### config.mk
export PLATFORM = sky130hd
export DESIGN_NAME = satd_scheduler
export DESIGN_NICKNAME = d
export VERILOG_FILES = /design/src/rtl/satd_pkg.sv /design/src/rtl/satd_scheduler_rr_arbiter.sv /design/src/rtl/satd_scheduler.sv
export SDC_FILE = /design/constraint.sdc
export NUM_CORES = 1
export LEC_CHECK = 0
export BUFFER_PORTS_ARGS = -buffer_cell sky130_fd_sc_hd__buf_2
export CAP_MARGIN = 40
export CORE_MARGIN = 3
export CORE_UTILIZATION = 40
export CTS_CLUSTER_SIZE = 10
export DETAILED_ROUTE_END_ITERATION = 7
export PLACE_DENSITY_LB_ADDON = 0.12
export SLEW_MARGIN = 20
export SYNTH_ARGS = -nofsm -noshare
export SYNTH_HDL_FRONTEND = slang
export SYNTH_SLANG_ARGS = --single-unit
### constraint.sdc
create_clock -name clk -period 5.3 [get_ports clk]
set_input_delay 0.265 -clock clk [delete_from_list [all_inputs] [get_ports clk]]
set_output_delay 0.265 -clock clk [all_outputs]
set_load 0.01 [all_outputs]
### src/rtl/satd_pkg.sv
// Shared constants for the SATD engine scheduler: FSM encoding and engine defaults.
package satd_pkg;
  localparam logic [1:0] ST_IDLE = 2'd0;
  localparam logic [1:0] ST_RUN  = 2'd1;
  localparam logic [1:0] ST_RESP = 2'd2;

  localparam int SATD_W_DFLT  = 16;
  // Nominal diff->HT->HT->abs->sum pipeline depth; watchdog must exceed this.
  localparam int SATD_ENG_LAT = 19;
endpackage

### src/rtl/satd_scheduler_rr_arbiter.sv
// Combinational round-robin pick: first set req bit after ptr, wrapping around.
module rr_arbiter #(
  parameter  int NREQ = 4,
  localparam int ID_W = $clog2(NREQ)
) (
  input  logic [NREQ-1:0] req,
  input  logic [ID_W-1:0] ptr,
  output logic [NREQ-1:0] win,
  output logic [ID_W-1:0] win_idx,
  output logic            any
);
  logic [NREQ-1:0][ID_W-1:0] cand;

  // cand[k] = (ptr + k + 1) mod NREQ, so cand[0] has highest priority.
  for (genvar k = 0; k < NREQ; k++) begin : g_cand
    logic [ID_W:0] sum;
    assign sum     = {1'b0, ptr} + (ID_W+1)'(k + 1);
    assign cand[k] = (sum >= (ID_W+1)'(NREQ)) ? ID_W'(sum - (ID_W+1)'(NREQ)) : sum[ID_W-1:0];
  end

  always_comb begin
    win_idx = '0;
    for (int k = NREQ - 1; k >= 0; k--)
      if (req[cand[k]]) win_idx = cand[k];
    any = |req;
    win = any ? ({{(NREQ-1){1'b0}}, 1'b1} << win_idx) : '0;
  end
endmodule

### src/rtl/satd_scheduler.sv
// Time-shares one SATD engine across NREQ requesters; returns tagged results and tracks the best.
module satd_scheduler import satd_pkg::*; #(
  parameter  int NREQ    = 4,
  parameter  int SATD_W  = SATD_W_DFLT,
  parameter  int TIMEOUT = 32,
  localparam int ID_W    = $clog2(NREQ)
) (
  input  logic              clk,
  input  logic              reset,
  input  logic [NREQ-1:0]   req,
  output logic [NREQ-1:0]   gnt,
  output logic              eng_start,
  output logic [ID_W-1:0]   eng_sel,
  input  logic              eng_done,
  input  logic [SATD_W-1:0] eng_satd,
  output logic              rsp_valid,
  input  logic              rsp_ready,
  output logic [ID_W-1:0]   rsp_id,
  output logic [SATD_W-1:0] rsp_satd,
  output logic              rsp_err,
  output logic              best_valid,
  output logic [SATD_W-1:0] best_satd,
  output logic [ID_W-1:0]   best_id,
  input  logic              clear_best,
  output logic              spurious,
  output logic              busy
);
  localparam int TMR_W = $clog2(TIMEOUT) + 1;

  logic [1:0]       state;
  logic [ID_W-1:0]  rr_ptr;
  logic [TMR_W-1:0] timer;
  logic [NREQ-1:0]  arb_win;
  logic [ID_W-1:0]  arb_idx;
  logic             arb_any;
  logic             hs;

  rr_arbiter #(.NREQ(NREQ)) u_arb (
    .req(req), .ptr(rr_ptr), .win(arb_win), .win_idx(arb_idx), .any(arb_any)
  );

  assign hs   = (state == ST_RESP) && rsp_ready;
  assign busy = (state != ST_IDLE);

  always_ff @(posedge clk or posedge reset) begin
    if (reset) begin
      state     <= ST_IDLE;
      rr_ptr    <= ID_W'(NREQ - 1);
      timer     <= '0;
      gnt       <= '0;
      eng_start <= 1'b0;
      eng_sel   <= '0;
      rsp_valid <= 1'b0;
      rsp_id    <= '0;
      rsp_satd  <= '0;
      rsp_err   <= 1'b0;
      spurious  <= 1'b0;
    end else begin
      gnt       <= '0;
      eng_start <= 1'b0;
      if (eng_done && state != ST_RUN) spurious <= 1'b1;
      case (state)
        ST_IDLE: if (arb_any) begin
          state     <= ST_RUN;
          gnt       <= arb_win;
          eng_start <= 1'b1;
          eng_sel   <= arb_idx;
          rr_ptr    <= arb_idx;
          timer     <= '0;
        end
        ST_RUN: begin
          timer <= timer + TMR_W'(1);
          // A result arriving on the watchdog cycle still counts as a normal result.
          if (eng_done) begin
            rsp_satd  <= eng_satd;
            rsp_err   <= 1'b0;
            rsp_id    <= eng_sel;
            rsp_valid <= 1'b1;
            state     <= ST_RESP;
          end else if (timer == TMR_W'(TIMEOUT - 1)) begin
            rsp_satd  <= '1;
            rsp_err   <= 1'b1;
            rsp_id    <= eng_sel;
            rsp_valid <= 1'b1;
            state     <= ST_RESP;
          end
        end
        ST_RESP: if (rsp_ready) begin
          rsp_valid <= 1'b0;
          state     <= ST_IDLE;
        end
        default: state <= ST_IDLE;
      endcase
    end
  end

  // Clear takes effect before a same-cycle load, so a cleared tracker always accepts the result.
  always_ff @(posedge clk or posedge reset) begin
    if (reset) begin
      best_valid <= 1'b0;
      best_satd  <= '0;
      best_id    <= '0;
    end else if (hs && !rsp_err && (clear_best || !best_valid || rsp_satd < best_satd)) begin
      best_valid <= 1'b1;
      best_satd  <= rsp_satd;
      best_id    <= rsp_id;
    end else if (clear_best) begin
      best_valid <= 1'b0;
      best_satd  <= '0;
      best_id    <= '0;
    end
  end
endmodule

==> metrics.cfg, run 1 <==
[status]
status = completed

[detailed_routing]
drtPass1Iterations = 4
wire_per_inst_um = 14.4
ant_nets = 0
routed_via_density = 5.03
drc = 0
wl_um = 5870
drt_iter0_drc = 45
routed-via-count = 2048

[power_and_ir_drop]
p_seq_share_pct = 38.6
p_int_uw = 1200
pwr-share-comb_pct = 39.9
switching_share_pct = 37.2
p_leak_uw = 0.00164
clock_power_share_pct = 21.5
p_switching_uw = 709
power.density_nw_per_um2 = 567
vdd.ir_drop.worst_mv = 0.268

[timing]
slew_viol_final = 0
rsz0062_at_grt = no
setup_slack_ns = 2.69
final_hold_viol_count = 0
slew-limit-headroom_pct = 52.5
period_share_pct = 49.2
fin_setup_tns_ns = 0
max_clock_freq_ghz = 0.384
finalClockSkew_ns = 0.00655
finalSetupViolCount = 0
period_minus_slack_ns = 2.61
tightest_slew_ns = 0.712
holdWs_ns = 0.119

[setup_path]
cp-start-kind = flop
crit_type = flop to flop
endpoint_kind = flop
crit_slowest_cell = o31ai_4
required_ns = 5.51
timing.rr.end = best_satd[13]
worstPathArrival_ns = 2.82
crit_chain = ha_1 > a211oi_2 > o21ai_1 > a21oi_1 > nor3_1 > o31ai_4 > buf_6 > mux2_2
critical_path.max_fanout = 11
r2r_cells = 8
r2r_start = rsp_satd[2]
critPathMaxStageDelay_ns = 0.60
r2r_slack_ns = 2.69

[floorplanning]
fp-row-count = 29
start_util_pct = 42.2
core-area_um2 = 6460
dieArea_um2 = 7830
die_width_um = 88.5
die_y_um = 88.5
io_pins = 73

[grt]
grt_max_degree = 58
antenna_found_initial = 0
grt_remaining_overflow = 0
grt_pass1_wl_um = 9760
grt_usage_pct = 16.4
grt_pass1_vias = 2129

[clock_network]
cts_buffers = 9
cts_tree = built
post_cts_resized = 0
holdBufCountCts = 0
clock-sinks = 57
postCtsSetupBuffers = 0
cts_root_buf = clkbuf_8
htreeDepth = 3
clockBufferDepth = 2
insertion_delay_ns = 0.33
clkTransAtPathRegs_ns = 0.06

[final_layout]
regArea_um2 = 1430
n_antenna_cell = 0
layout_commonest_cell = buf_2
mostFrequentLayoutCells = 72 x buf_2, 55 x dfrtp_1, 24 x nor2_1, 23 x nand2_1, 21 x inv_1
area_growth_pct = 23.5
finalInstanceArea_um2 = 3360
multi_input_area_um2 = 1170
nNetsFinal = 366
fin_cells = 407
n_fill_cell = 630
drive_gt1_share_pct = 35.5

[hold_path]
hold_start = rsp_ready
holdPathStages = 2
holdCritPathClass = input port to flop
min_to = state[1]

[placement]
place_area_um2 = 3160
portBuffers = 72
routabilityCongestion = 0.778
post-place-ws_ns = 2.73
dp.cells = 391
place_hpwl_um = 4050

[synth]
synth_cell_types = 34
avgSynthCellArea_um2 = 11.0
ys_async_sr_fraction_pct = 100
synth-seq-cells = 57
ys.flop_type = dfrtp_1
synth_area_um2 = 2720
synth_fp_nets = 288
syn_inst = 247
seq_area_frac_synth_pct = 52.5
synth_edf_count = 0
synth_warnings = 0

[run]
drv_cap = 0

[cell usage after synthesis (2+ instances only)]
master     n  share of area (%)
a21oi_1    8                1.5
ha_1      16                7.4
clkbuf_1   6               0.83
and3_1     3               0.69
a211oi_1   3               0.83
nand3_1    2               0.37
inv_1     22                3.0
nor3_1     3               0.55
nand2b_1   5                1.1
nand4_1    3               0.69
mux2_2    10                4.1
mux2_4    10                5.5
nor2_1    24                3.3
nor2b_1    5                1.1
a21o_1     2               0.55
o22a_1    16                5.1
dfrtp_1   55                 51
o22ai_1    3               0.69
o21ai_0   11                2.0
dfstp_2    2                1.9
or2_2      2               0.46
o21a_1     2               0.55
nand2_1   23                3.2
[sequential cells by signal (all words and copies together), names as in the netlist, 2 cells and up]
signal,count
best_satd,16
rsp_satd,16
timer,6
gnt,4
best_id,2
eng_sel,2
rr_ptr,2
rsp_id,2
state,2
[metal layers]
layer / share of wire (%) / global-route usage (%) / vias up
met5: 0 / 0 / -
met4: 0.94 / 4.95 / 0
met3: 5.0 / 5.40 / 6
met2: 49 / 28.1 / 44
met1: 45 / 19.6 / 983
li1: - / - / 1015
[logic make-up after synthesis]
family	after synthesis	synth area share, %
buf+inv	30	4.60
compound gates	51	13.5
xor+xnor	1	0.322
mux	20	9.65
fa+ha+maj	16	7.35
simple gates	72	12.1
flops	57	52.5
[power by group through the flow]
stage          combinational [uW]  clock (uW)  sequential, uW
2_1_floorplan                 456           0             782
3_3_place_gp                  755           0             741
3_5_place_dp                  767           0             744
4_1_cts                       776         422             739
5_1_grt                       878         441             763
6_report                      761         410             735
[stage by stage]
step,utilization (%),power [uW]
final,52.1,1910
after global routing,52.1,2080
after CTS,52.1,1940
after detailed placement,49.0,1510
after global placement,48.8,1500
after floorplan,-,1240
[worst max-delay path: cells and delay by family (launching register included)]
kind | cells | cell delay [ns]
simple gates | 1 | 0.08
flops | 1 | 0.41
mux | 1 | 0.34
fa+ha+maj | 1 | 0.34
compound gates | 4 | 1.05
buf+inv | 1 | 0.26
[worst max path at each step]
stage | end | start | cells after the start
after floorplan | best_id[0] | rsp_satd[2] | 8
after global placement | best_satd[10] | rsp_satd[2] | 7
after detailed placement | best_satd[12] | rsp_satd[2] | 8
after CTS | best_satd[12] | rsp_satd[2] | 8
after global routing | best_satd[9] | rsp_satd[2] | 8
final | best_satd[13] | rsp_satd[2] | 8
[final cells by class]
class,instances,area share (%)
flip-flops and latches,57,42.5
multi-input cells,160,34.8
repair buffers,75,11.5
clock buffers,13,4.73
well taps,77,2.87
inverters,22,2.46
clock inverters,3,1.19
(Power assumes the default switching activity.)
==> run 2, diff against run 1 <==
clock period = 2.5 ns   (was 5.3 ns; I/O delays follow)
==> run 2 against run 1 <==
Net effect: non-clock buffer count grew 5; global-route usage up 0.17 points; critical path depth unchanged; die area did not move; wire length up 0.82%; power up 110%; largest power group unchanged; flip-flop and latch count did not move; combinational power increased by 110%; cell count rose by 1.2%; first-iteration DRC count is 69% higher; worst hold slack worse by 0.097 ns.
==> metrics.cfg, run 2 (synthesis results as in run 1) <==
[detailed_routing]
met2_length_um = 2840
met1_length_um = 2700
routed_via_density = 5.04
drt_iter0_drc = 76
top_layer_used = met4
drtPass1Iterations = 4
routed-via-count = 2077
drc = 0
met3WireLength_um = 301
wl_um = 5920
wire_per_inst_um = 14.4
ant_nets = 0

[setup_path]
endpoint_kind = flop
crit_type = flop to flop
r2r_slack_ns = 0.22
crit_chain = ha_1 > a211oi_2 > o21ai_1 > a21oi_1 > nor3_1 > o31ai_4 > buf_4 > mux2_2
required_ns = 2.71
startpoint = rsp_satd[2]
crit_slowest_cell = dfrtp_1
critPathMaxStageDelay_ns = 0.41
worstPathArrival_ns = 2.49
r2r_cells = 8
cp-start-kind = flop
critPathCapture = best_satd[9]
r2r_start = rsp_satd[2]
timing.rr.end = best_satd[9]
critical_path.max_fanout = 12

[timing]
slew-limit-headroom_pct = 52.9
finalSetupViolCount = 0
slew_viol_final = 0
max_clock_freq_ghz = 0.438
period_share_pct = 91.3
final_hold_viol_count = 0
fin_setup_tns_ns = 0
finalClockSkew_ns = 0.00973
period_minus_slack_ns = 2.28
rsz0062_at_grt = no
tightest_slew_ns = 0.704

[final_layout]
fin_cells = 412
largestRegisters = best_satd x16, rsp_satd x16, timer x6
mostFrequentLayoutCells = 72 x buf_2, 55 x dfrtp_1, 24 x nor2_1, 23 x nand2_1, 21 x inv_1
regArea_um2 = 1430
finalInstanceArea_um2 = 3410
nNetsFinal = 371
n_antenna_cell = 0
n_fill_cell = 612
multi_input_area_um2 = 1170
drive_gt1_share_pct = 36.1
area_growth_pct = 25.1
layout_commonest_cell = buf_2

[floorplanning]
core-area_um2 = 6460
io_pins = 73
fp-row-count = 29
start_util_pct = 42.2
dieArea_um2 = 7830
die_y_um = 88.5
die_width_um = 88.5

[clock_network]
cts_root_buf = clkbuf_8
htreeDepth = 3
cts_buffers = 9
postCtsSetupBuffers = 0
insertion_delay_ns = 0.33
clkTransAtPathRegs_ns = 0.07
cts_tree = built
clock-sinks = 57
clockBufferDepth = 2

[run]
drv_cap = 0

[grt]
grt_pass1_wl_um = 9860
antenna_found_initial = 0
grt_usage_pct = 16.5
grt_pass1_vias = 2046
grt_max_degree = 32
grt_remaining_overflow = 0

[placement]
routabilityCongestion = 0.741
place_area_um2 = 3190
dp.cells = 394
place_hpwl_um = 4240
portBuffers = 72

[power_and_ir_drop]
power.density_nw_per_um2 = 1180
vdd.ir_drop.worst_mv = 0.504
total_power_uw = 4010
p_leak_uw = 0.00167

[hold_path]
holdCritPathClass = input port to flop
holdPathStages = 2

[status]
status = completed

## run 2: power breakdown
group	internal (uW)	switching [uW]	total (uW)
Sequential	1280	285	1560
Clock	465	357	822
Combinational	768	858	1630
Total	2510	1500	4010
## run 2: timing repair
| action | CTS | global route |
|---|---|---|
| resized for setup | 0 | 0 |
| hold endpoints to repair | 27 | 0 |
| hold buffers | 2 | 0 |
| endpoints found under the setup margin | 0 | 0 |
## run 2: per-stage QoR
stage	util (%)	hold WS, ns	setup WS, ns
after detailed placement	49.5	0.243	0.199
final	52.8	0.0227	0.219
after global routing	52.8	0.0162	0.0845
after CTS	52.8	0.0137	0.194
after global placement	49.5	0.236	0.291
after floorplan	-	0.214	0.213
## run 2: worst min path at each step
stage,start,to,slack [ns]
floorplan,rsp_ready,state[1],0.21
global placement,reset,spurious,0.24
detailed placement,reset,rsp_satd[6],0.24
CTS,eng_satd[4],rsp_satd[4],0.01
global route,eng_satd[4],rsp_satd[4],0.02
finish,eng_satd[4],rsp_satd[4],0.02
## run 2: final cells by class
class / instances / area share [%]
Clock buffer: 14 / 5.36
Sequential cell: 57 / 41.9
Clock inverter: 2 / 0.294
Timing Repair Buffer: 80 / 12.9
Tap cell: 77 / 2.83
Inverter: 22 / 2.42
Multi-Input combinational cell: 160 / 34.3
## run 2: critical path, delay by kind of cell, from the launching register on
| family | cells | cell delay (ns) |
|---|---|---|
| AO/OA/AOI/OAI | 4 | 0.70 |
| adder cells (fa/ha/maj) | 1 | 0.33 |
| buffers and inverters | 1 | 0.28 |
| flip-flops | 1 | 0.41 |
| multiplexers | 1 | 0.36 |
| AND/OR/NAND/NOR | 1 | 0.09 |
## run 2: per-layer routing
layer,GRT usage (%),up-vias
li1,-,1025
met1,21.0,997
met2,27.1,48
met3,5.03,7
met4,5.36,0
met5,0,-
